File: config.mk
export PLATFORM = sky130hd
export DESIGN_NAME = id_ex_stage
export DESIGN_NICKNAME = d
export VERILOG_FILES = /design/src/rtl/rv_pipe_pkg.sv /design/src/rtl/hazard_detect.sv /design/src/rtl/id_ex_stage.sv
export SDC_FILE = /design/constraint.sdc
export NUM_CORES = 1
export LEC_CHECK = 0
export BUFFER_PORTS_ARGS = -buffer_cell sky130_fd_sc_hd__buf_2
export CAP_MARGIN = 30
export CORE_AREA = 2 2 172 174
export CTS_BUF_LIST = sky130_fd_sc_hd__clkbuf_8
export DETAILED_ROUTE_END_ITERATION = 7
export DIE_AREA = 0 0 174 176
export PLACE_DENSITY_LB_ADDON = 0.05
export SYNTH_ARGS = -nofsm -noshare
export SYNTH_HDL_FRONTEND = slang
export SYNTH_SLANG_ARGS = --single-unit
File: constraint.sdc
create_clock -name clk -period 2.15 [get_ports clk]
set_clock_uncertainty 0.15 [all_clocks]
set_input_delay 0.3225 -clock clk [delete_from_list [all_inputs] [get_ports clk]]
set_output_delay 0.3225 -clock clk [all_outputs]
set_load 0.02 [all_outputs]
File: src/rtl/rv_pipe_pkg.sv
// Shared definitions for the RV32I pipeline: result/ALU encodings, datapath
// width default and the decoder control bundle carried between stages.
package rv_pipe_pkg;

  localparam int XLEN_DEFAULT = 32;

  localparam logic [1:0] RES_ALU = 2'b00;
  localparam logic [1:0] RES_MEM = 2'b01;
  localparam logic [1:0] RES_PC4 = 2'b10;

  localparam logic [2:0] ALU_ADD = 3'b000;
  localparam logic [2:0] ALU_SUB = 3'b001;

  // Packed so a bubble can clear the whole bundle with a single assignment.
  typedef struct packed {
    logic       reg_write;
    logic [1:0] result_src;
    logic       mem_write;
    logic       jump;
    logic       branch;
    logic [2:0] alu_control;
    logic       alu_src;
  } ctrl_t;

  function automatic logic is_load(input logic reg_write, input logic [1:0] result_src);
    return reg_write && (result_src == RES_MEM);
  endfunction

endpackage

File: src/rtl/hazard_detect.sv
// Combinational load-use and redirect detection for the ID/EX boundary.
// A redirect suppresses the stall because the dependent instruction is flushed.
module hazard_detect
  import rv_pipe_pkg::*;
(
  input  logic       valid_e,
  input  logic       reg_write_e,
  input  logic [1:0] result_src_e,
  input  logic       jump_e,
  input  logic       branch_e,
  input  logic [4:0] rd_e,
  input  logic [4:0] rs1_d,
  input  logic [4:0] rs2_d,
  input  logic       zero_e,
  output logic       lw_stall,
  output logic       pc_src_e,
  output logic       stall_f,
  output logic       stall_d,
  output logic       flush_d
);

  logic load_use;

  assign pc_src_e = valid_e & (jump_e | (branch_e & zero_e));

  // rs fields are compared regardless of instruction format; a spurious stall is harmless.
  assign load_use = valid_e & is_load(reg_write_e, result_src_e) & (rd_e != 5'd0)
                  & ((rd_e == rs1_d) | (rd_e == rs2_d));

  assign lw_stall = load_use & ~pc_src_e;
  assign stall_f  = lw_stall;
  assign stall_d  = lw_stall;
  assign flush_d  = pc_src_e;

endmodule

File: src/rtl/id_ex_stage.sv
// ID/EX pipeline register with bubble insertion on load-use stalls and taken
// branches/jumps, plus free-running stall and flush counters.
module id_ex_stage
  import rv_pipe_pkg::*;
#(
  parameter int XLEN = XLEN_DEFAULT
) (
  input  logic            clk,
  input  logic            rst,
  input  logic            reg_write_d,
  input  logic            mem_write_d,
  input  logic            jump_d,
  input  logic            branch_d,
  input  logic            alu_src_d,
  input  logic [1:0]      result_src_d,
  input  logic [2:0]      alu_control_d,
  input  logic [XLEN-1:0] rd1_d,
  input  logic [XLEN-1:0] rd2_d,
  input  logic [XLEN-1:0] pc_d,
  input  logic [XLEN-1:0] imm_ext_d,
  input  logic [XLEN-1:0] pc_plus4_d,
  input  logic [4:0]      rs1_d,
  input  logic [4:0]      rs2_d,
  input  logic [4:0]      rd_d,
  input  logic            zero_e,
  output logic            reg_write_e,
  output logic            mem_write_e,
  output logic            jump_e,
  output logic            branch_e,
  output logic            alu_src_e,
  output logic [1:0]      result_src_e,
  output logic [2:0]      alu_control_e,
  output logic [XLEN-1:0] rd1_e,
  output logic [XLEN-1:0] rd2_e,
  output logic [XLEN-1:0] pc_e,
  output logic [XLEN-1:0] imm_ext_e,
  output logic [XLEN-1:0] pc_plus4_e,
  output logic [4:0]      rs1_e,
  output logic [4:0]      rs2_e,
  output logic [4:0]      rd_e,
  output logic            valid_e,
  output logic            pc_src_e,
  output logic            stall_f,
  output logic            stall_d,
  output logic            flush_d,
  output logic [31:0]     stall_count,
  output logic [31:0]     flush_count
);

  ctrl_t ctrl_d, ctrl_q;
  logic  lw_stall, bubble;

  assign ctrl_d = '{reg_write:   reg_write_d,
                    result_src:  result_src_d,
                    mem_write:   mem_write_d,
                    jump:        jump_d,
                    branch:      branch_d,
                    alu_control: alu_control_d,
                    alu_src:     alu_src_d};

  assign reg_write_e   = ctrl_q.reg_write;
  assign result_src_e  = ctrl_q.result_src;
  assign mem_write_e   = ctrl_q.mem_write;
  assign jump_e        = ctrl_q.jump;
  assign branch_e      = ctrl_q.branch;
  assign alu_control_e = ctrl_q.alu_control;
  assign alu_src_e     = ctrl_q.alu_src;

  hazard_detect u_hazard (
    .valid_e      (valid_e),
    .reg_write_e  (reg_write_e),
    .result_src_e (result_src_e),
    .jump_e       (jump_e),
    .branch_e     (branch_e),
    .rd_e         (rd_e),
    .rs1_d        (rs1_d),
    .rs2_d        (rs2_d),
    .zero_e       (zero_e),
    .lw_stall     (lw_stall),
    .pc_src_e     (pc_src_e),
    .stall_f      (stall_f),
    .stall_d      (stall_d),
    .flush_d      (flush_d)
  );

  assign bubble = lw_stall | pc_src_e;

  // NOTE: non-blocking assignments keep every register sampling pre-edge values,
  // so the hazard logic above always sees the current EX contents.
  always_ff @(posedge clk) begin
    if (rst || bubble) begin
      ctrl_q     <= '0;
      rd1_e      <= '0;
      rd2_e      <= '0;
      pc_e       <= '0;
      imm_ext_e  <= '0;
      pc_plus4_e <= '0;
      rs1_e      <= '0;
      rs2_e      <= '0;
      rd_e       <= '0;
      valid_e    <= 1'b0;
    end else begin
      ctrl_q     <= ctrl_d;
      rd1_e      <= rd1_d;
      rd2_e      <= rd2_d;
      pc_e       <= pc_d;
      imm_ext_e  <= imm_ext_d;
      pc_plus4_e <= pc_plus4_d;
      rs1_e      <= rs1_d;
      rs2_e      <= rs2_d;
      rd_e       <= rd_d;
      valid_e    <= 1'b1;
    end
  end

  // Counters wrap modulo 2^32 by plain overflow.
  always_ff @(posedge clk) begin
    if (rst) begin
      stall_count <= '0;
      flush_count <= '0;
    end else begin
      if (lw_stall) stall_count <= stall_count + 32'd1;
      if (pc_src_e) flush_count <= flush_count + 32'd1;
    end
  end

endmodule

==> metrics.md, run 1 <==
| Metric | Value |
|---|---|
| Status | finished with violations |
| Failing checks | setup timing |
| Layout cell share with drive strength beyond 1 | 0.495 |
| Final ANT Viol Nets | 0 |
| Die width | 174 µm |
| Compound-Gate Fraction of Synth Area | 0.0524 |
| Initial drt markers | 341 |
| Max FO, Critical Path | 4 |
| Count of input and output buffers | 441 |
| CP top delay family | buffers and inverters |
| Die Y | 176 µm |
| Worst-path cell chain | xor2_2 -> nor3_2 -> buf_4 -> a22oi_2 -> buf_12 -> nor3_4 -> buf_6 |
| Total negative slack | -41.28 ns |
| Post-DP HPWL | 22.6 mm |
| Row count | 62 |
| Starting Density | 0.294 |
| Clk Latency, worst-skew pair | 0.55 ns |
| Final WL | 34.7 mm |
| Final Setup Violations | 213 |
| Sequential share of power | 0.436 |
| Worst slack at placement | -0.324 ns |
| Synth Warn # | 0 |
| Clk network pwr share | 0.400 |
| Pleak | 7.50 nW |
| Mapped Nets | 1002 |
| Vias per Instance | 4.42 |
| Routability cong. | 0.799 |
| Cell area after synthesis | 8400 µm² |
| R2R setup slack | -0.29 ns |
| Number of unique standard cell types used by synthesis | 42 |
| Net load switching power | 0.00291 W |
| CTS clk-pin slew, worst paths | 0.06 ns |
| Via count | 8835 |
| Tcrit/Tclk final | 1.16 |
| Placed Area | 11600 µm² |
| #FFs+latches synth | 250 |
| Design area | 15900 µm² |
| I/O pins | 442 |
| Xor-xnor portion of the synthesized cell area | 0.0386 |
| Max frequency | 399 MHz |
| Antenna violations before repair | 0 |
| Total GRT Usage | 0.214 |
| Maximum VDD drop | 522 µV |
| Ys flop type | dfxtp_1 |
| Top cells by area, synth | dfxtp_1 60%, and2_1 14%, xnor2_1 2.6% |
| Switching Fraction | 0.258 |
| Routed WL per cell | 17.4 µm |
| Cell accounting for the most synthesized area | dfxtp_1 |
| Critical Path Source Type | flip-flop |
| Final WS setup | -0.354 ns |
| Pwr Density | 708 nW/µm² |
| Crit. End Element | primary output |
| Gate power share | 0.164 |
| Maxcap violations | 0 |
| First-pass GRT wire length | 51.1 mm |
| H-tree levels | 2 |
| CP arrival | 2.03 ns |
| Final Total Pwr | 0.0113 W |
| Slowest CP cell | dfxtp_4 |
| Yosys top cell area share | 0.596 |
| Synth-to-Final Area Change | 89.7% |
| RSZ-0062 raised after global routing | yes |
| Clock root buffer | clkbuf_8 |
| Worst hold path class | primary input to flip-flop |
| Simple-gate share of the synthesized area | 0.271 |
| Core ar. | 28500 µm² |
| CTS Buffer Depth | 3 |
| WP data required | 1.68 ns |
| Max Slew Vio Count | 0 |
| CTS buffer count | 45 |
| Worst Setup Path Type | flip-flop to primary output |
| Worst path max stage delay | 0.36 ns |
| Post-synthesis mux area share | 0.00939 |
| Cell count after synthesis | 812 |
| Mean Syn Cell Area | 10.3 µm² |
| Die Area | 30600 µm² |
| Largest family of logic cells by synthesized area | simple AND/OR/NAND/NOR gates |
| Async set-reset flop share out of synthesis | 0 |
| Int Power | 0.00836 W |
| Drt first pass iters | 4 |
| Slew HR | 0.643 |
| Number of buffers and inverters on the critical path | 3 |
| Global route overflow | 0 |
| DR DRC count | 0 |
| Worst-margin pin slew | 0.535 ns |
| Post-synthesis sequential area ratio | 0.596 |
| Number of synthesized flops with an enable pin | 0 |
| Ant diodes | 0 |
| Largest net degree at the start of global routing | 72 |
| Clock sink count | 250 |
| Fin crit period | 2.50 ns |
| Final hold viol count | 0 |
| Vias in the first global route | 9076 |
| Final Net Count | 1769 |
| Fraction of the mapped netlist area in adder cells | 0.00298 |
| CTS tree | built |
| Filler cell count in the final layout | 2659 |
-- worst reg2reg max path: stages (launching register included) --
cell	delay [ns]
dfxtp_4	0.36
buf_4	0.13
or4_4	0.45
buf_6	0.14
o21a_4	0.20
a211oi_4	0.28
buf_6	0.17
buf_16	0.14
buf_12	0.12
buf_16	0.11
and2_4	0.13
-- metrics by stage --
stage | std cells | utilization | hold slack, ns
final | 1999 | 0.558 | 0.150
after global routing | 1999 | 0.558 | 0.155
after CTS | 1996 | 0.549 | 0.126
after detailed placement | 1668 | 0.406 | 0.346
after global placement | 1668 | 0.406 | 0.340
after floorplan | 812 | - | 0.294
-- power groups by stage --
stage          registers, W  clock network, W  logic, W
2_1_floorplan       0.00530                 0  0.000264
3_3_place_gp        0.00501                 0   0.00112
3_5_place_dp        0.00501                 0   0.00112
4_1_cts             0.00492           0.00462   0.00182
5_1_grt             0.00493           0.00484   0.00195
6_report            0.00492           0.00451   0.00185
-- final cells by class --
cell class | instances | area, µm² | area share
Multi-Input combinational cell | 505 | 3700 | 0.232
Sequential cell | 250 | 5020 | 0.315
Clock buffer | 61 | 840 | 0.0527
Tap cell | 384 | 480 | 0.0302
Inverter | 14 | 52.6 | 0.00330
Clock inverter | 22 | 87.6 | 0.00550
Timing Repair Buffer | 763 | 5750 | 0.361
-- cell usage after synthesis, drive strengths merged, types with 4 or more instances --
| library cell | instances |
|---|---|
| clkbuf | 26 |
| inv | 14 |
| a21oi | 30 |
| o21ai | 8 |
| nor3 | 23 |
| nor4 | 16 |
| nand4 | 20 |
| nor2b | 7 |
| xor2 | 12 |
| dfxtp | 250 |
| or3 | 7 |
| and4 | 9 |
| nor2 | 42 |
| o31ai | 14 |
| or4 | 16 |
| nand3 | 23 |
| and2 | 191 |
| nand4b | 4 |
| buf | 18 |
| mux2 | 7 |
| xnor2 | 25 |
| nand2 | 27 |
| o41ai | 6 |
-- routing by layer --
metal / vias to the layer above / share of wire / GRT usage
li1: 4286 / - / -
met1: 4162 / 0.38 / 0.233
met2: 309 / 0.53 / 0.403
met3: 78 / 0.061 / 0.0534
met4: 0 / 0.032 / 0.0732
met5: - / 0 / 0
-- registers in the layout (all words and copies together), names as in the netlist --
register,cells
pc_e,32
rd2_e,32
valid_e,1
reg_write_e,1
mem_write_e,1
pc_plus4_e,32
rs2_e,5
flush_count,32
stall_count,32
alu_control_e,3
branch_e,1
rs1_e,5
rd1_e,32
jump_e,1
imm_ext_e,32
result_src_e,2
alu_src_e,1
rd_e,5
-- logic make-up (layout without fill, tap and decap cells) --
group	count (synthesis)	after routing
DFF	250	250
AOI/OAI and AO/OA	68	69
and+or+nand+nor	390	390
buffers and inverters	58	860
muxes	7	7
xor gates and xnor gates	37	37
adders and majority gates	2	2
-- worst paths after layout --
check | startpoint | end | cells past startpoint
setup / recovery | rd_e[4] | stall_d | 7
hold reg to reg | flush_count[1] | flush_count[1] | 2
setup reg to reg | rd_e[4] | pc_plus4_e[20] | 10
hold / removal | rst | flush_count[0] | 3
-- repair_timing --
item,in CTS,in global routing
setup buffers,35,27
resized for setup,73,177
cloned,26,2
endpoints found under the hold margin,185,0
setup endpoints to repair,219,219
hold buffers,185,0
pin swaps,49,99
-- cell usage in the layout, fill, tap and decap left out, types with 6 or more instances in the layout --
cell type,netlist,final
buf_2,11,437
nor3_1,23,16
a21oi_2,0,8
nor2_1,42,40
xor2_1,12,11
or4_4,1,8
and4_1,9,9
nand4_1,20,20
buf_16,0,8
o41ai_2,0,6
dfxtp_1,250,244
o21ai_0,7,6
buf_4,4,69
inv_1,14,33
and2_4,0,94
a21oi_1,30,22
or4_1,15,8
nand3_1,23,22
and2_1,191,97
o31ai_1,14,14
dlygate4sd3_1,0,185
clkbuf_8,0,61
xnor2_1,25,25
buf_8,0,16
nand2_1,27,25
buf_6,0,26
buf_12,0,22
nor4_1,16,11
or3_1,7,7
nor2b_1,7,7
(Power assumes the default switching activity.)
==> run 2, diff against run 1 <==
ABC_AREA = 1   (was not set)
CELL_PAD_IN_SITES_DETAIL_PLACEMENT = 1   (was not set)
CELL_PAD_IN_SITES_GLOBAL_PLACEMENT = 1   (was not set)
CORE_AREA = not set   (was 2 2 172 174)
CORE_UTILIZATION = 29   (was not set)
DIE_AREA = not set   (was 0 0 174 176)
SKIP_LAST_GASP = 1   (was not set)
==> metrics.md, run 2 <==
| Metric | Value |
|---|---|
| RSZ-0062 raised after global routing | yes |
| Status | finished with violations |
| CTS tree | built |
| CTS clk-pin slew, worst paths | 0.06 ns |
| Cell accounting for the most synthesized area | dfxtp_1 |
| Die width | 181 µm |
| Placed Area | 12000 µm² |
| Met3 Track Usage GR | 0.0681 |
| Worst slack at placement | 0.107 ns |
| Met2 Usage GRT | 0.438 |
| Critical Path Source Type | flip-flop |
| CP arrival | 1.71 ns |
| Vias per Instance | 4.34 |
| Routability cong. | 0.791 |
| Hold path cells | 6 |
| Number of unique standard cell types used by synthesis | 29 |
| Reg2Reg Depth | 11 |
| Pleak | 8.08 nW |
| Row count | 65 |
| Mapped Nets | 1464 |
| Drt first pass iters | 7 |
| H-tree levels | 2 |
| Global route overflow | 0 |
| Clock root buffer | clkbuf_8 |
| Met1 global-route usage | 0.240 |
| Final Setup Violations | 2 |
| Top cells by area, synth | dfxtp_1 54%, nor2_1 13%, inv_1 12% |
| Max frequency | 459 MHz |
| Top cells by count, synth | 331 x nor2_1, 288 x inv_1, 250 x dfxtp_1 |
| Number of synthesized flops with an enable pin | 0 |
| Final WL | 40.0 mm |
| Maximum VDD drop | 544 µV |
| Count of input and output buffers | 441 |
| Antenna violations before repair | 5 |
| Max Slew Vio Count | 0 |
| Cell area after synthesis | 9260 µm² |
| Worst Setup Path Type | flip-flop to primary output |
| Final ANT Viol Nets | 0 |
| Mean Syn Cell Area | 7.27 µm² |
| Layout cell share with drive strength beyond 1 | 0.289 |
| Final WS setup | -0.0277 ns |
| Worst-margin pin slew | 0.441 ns |
| Routed WL per cell | 16.8 µm |
| Crit. End Element | primary output |
| Most frequent cells in the layout | 439 x buf_2, 325 x nor2_1, 303 x inv_1 |
| Slew HR | 0.704 |
| Yosys top cell area share | 0.541 |
| DR DRC count | 0 |
| Synth Warn # | 0 |
| Most common cell after layout, fill and taps aside | buf_2 |
| Most common cell in the netlist | nor2_1 |
| Maxcap violations | 0 |
| Max FO, Critical Path | 3 |
| #FFs+latches synth | 250 |
| Sequential share of power | 0.463 |
| Total GRT Usage | 0.233 |
| CTS buffer count | 46 |
| Clk Latency, worst-skew pair | 0.56 ns |
| Ys flop type | dfxtp_1 |
| Design area | 14900 µm² |
| Clk network pwr share | 0.392 |
| Final Util | 0.475 |
| Total negative slack | -0.0539 ns |
| Tcrit/Tclk final | 1.01 |
| Post-DP HPWL | 26.9 mm |
| Post-synthesis sequential area ratio | 0.541 |
| Via count | 10317 |
| Core ar. | 31500 µm² |
| Starting Density | 0.294 |
| Gate power share | 0.144 |
| CTS Buffer Depth | 3 |
| Vias in the first global route | 11067 |
| Initial drt markers | 332 |
| Net load switching power | 0.00299 W |
| Die Y | 181 µm |
| Pwr Density | 711 nW/µm² |
| WP data required | 1.68 ns |
| Final Total Pwr | 0.0106 W |
| Worst hold path class | primary input to flip-flop |
| Synth-to-Final Area Change | 61.5% |
| First-pass GRT wire length | 59.6 mm |
| Fin crit period | 2.18 ns |
| Final Net Count | 2133 |
| Switching Fraction | 0.281 |
| Failing checks | setup timing |
| Layer with the highest usage | met2 |
| Die Area | 32600 µm² |
| I/O pins | 442 |
| Int Power | 0.00764 W |
| Async set-reset flop share out of synthesis | 0 |
| Clock sink count | 250 |
| Cell count after synthesis | 1274 |
| Largest net degree at the start of global routing | 99 |
| Final hold viol count | 0 |
run 2: cell types whose count changed after synthesis, moves of 15 or more:
cell / change
nor2_1: +289
nand3_1: +34
nand4_1: +17
xnor2_1: -23
nor4_1: -16
and2_1: -191
nand2_1: +169
a21oi_1: -16
or4_1: -15
inv_1: +274
run 2: worst max-delay path, cell delays in order (launching register included):
cell,delay (ns)
dfxtp_2,0.33
buf_4,0.14
xnor2_2,0.17
nand3_1,0.11
nand2_2,0.09
nand3_4,0.11
inv_4,0.08
buf_6,0.11
run 2: power by group through the flow:
stage                     Sequential [W]  Clock, W  Combinational [W]
after floorplan                  0.00530         0           0.000321
after global placement           0.00501         0            0.00113
after CTS                        0.00492   0.00429            0.00143
after global routing             0.00494   0.00451            0.00163
after detailed placement         0.00501         0            0.00114
final                            0.00492   0.00417            0.00153
run 2: path summary, 6_finish.rpt:
| kind | from | end | slack [ns] |
|---|---|---|---|
| max reg2reg | rd_e[2] | pc_e[31] | 0.08 |
| min reg2reg | flush_count[12] | flush_count[12] | 0.34 |
| max | rd_e[2] | stall_d | -0.03 |
| min | zero_e | flush_count[31] | 0.11 |
run 2: logic make-up after synthesis:
logic type,share of synthesized area
buffers and inverters,0.143
DFF,0.541
xor gates and xnor gates,0.00379
adders and majority gates,0.00270
and+or+nand+nor,0.291
AOI/OAI and AO/OA,0.0196
run 2: what timing repair did:
action	in CTS	in global routing
hold endpoints to repair	185	0
hold buffers	185	0
pin swaps	5	15
cloned	0	5
endpoints found under the setup margin	2	221
resized for setup	18	26
buffers inserted	2	5
run 2: per-stage QoR:
| step | instances | hold slack (ns) |
|---|---|---|
| 2_1_floorplan | 1274 | 0.285 |
| 3_3_place_gp | 2100 | 0.319 |
| 3_5_place_dp | 2100 | 0.339 |
| 4_1_cts | 2361 | 0.103 |
| 5_1_grt | 2375 | 0.0956 |
| 6_report | 2375 | 0.107 |
run 2: per-layer routing:
metal  vias to the layer above  share of wire
met4                         2          0.031
met2                       304           0.52
met5                         -        0.00033
met1                      4861           0.39
li1                       5078              -
met3                        72          0.060
run 2: cell type report:
class                      instances  area, µm²
antenna                            4       10.0
sequential                       250       5020
inverter                         289       1090
clock inverter                    24        111
clock buffer                      50        688
timing repair buffer             663       4510
fill                            4018      16500
multi-input combinational        693       3030
tap                              402        503
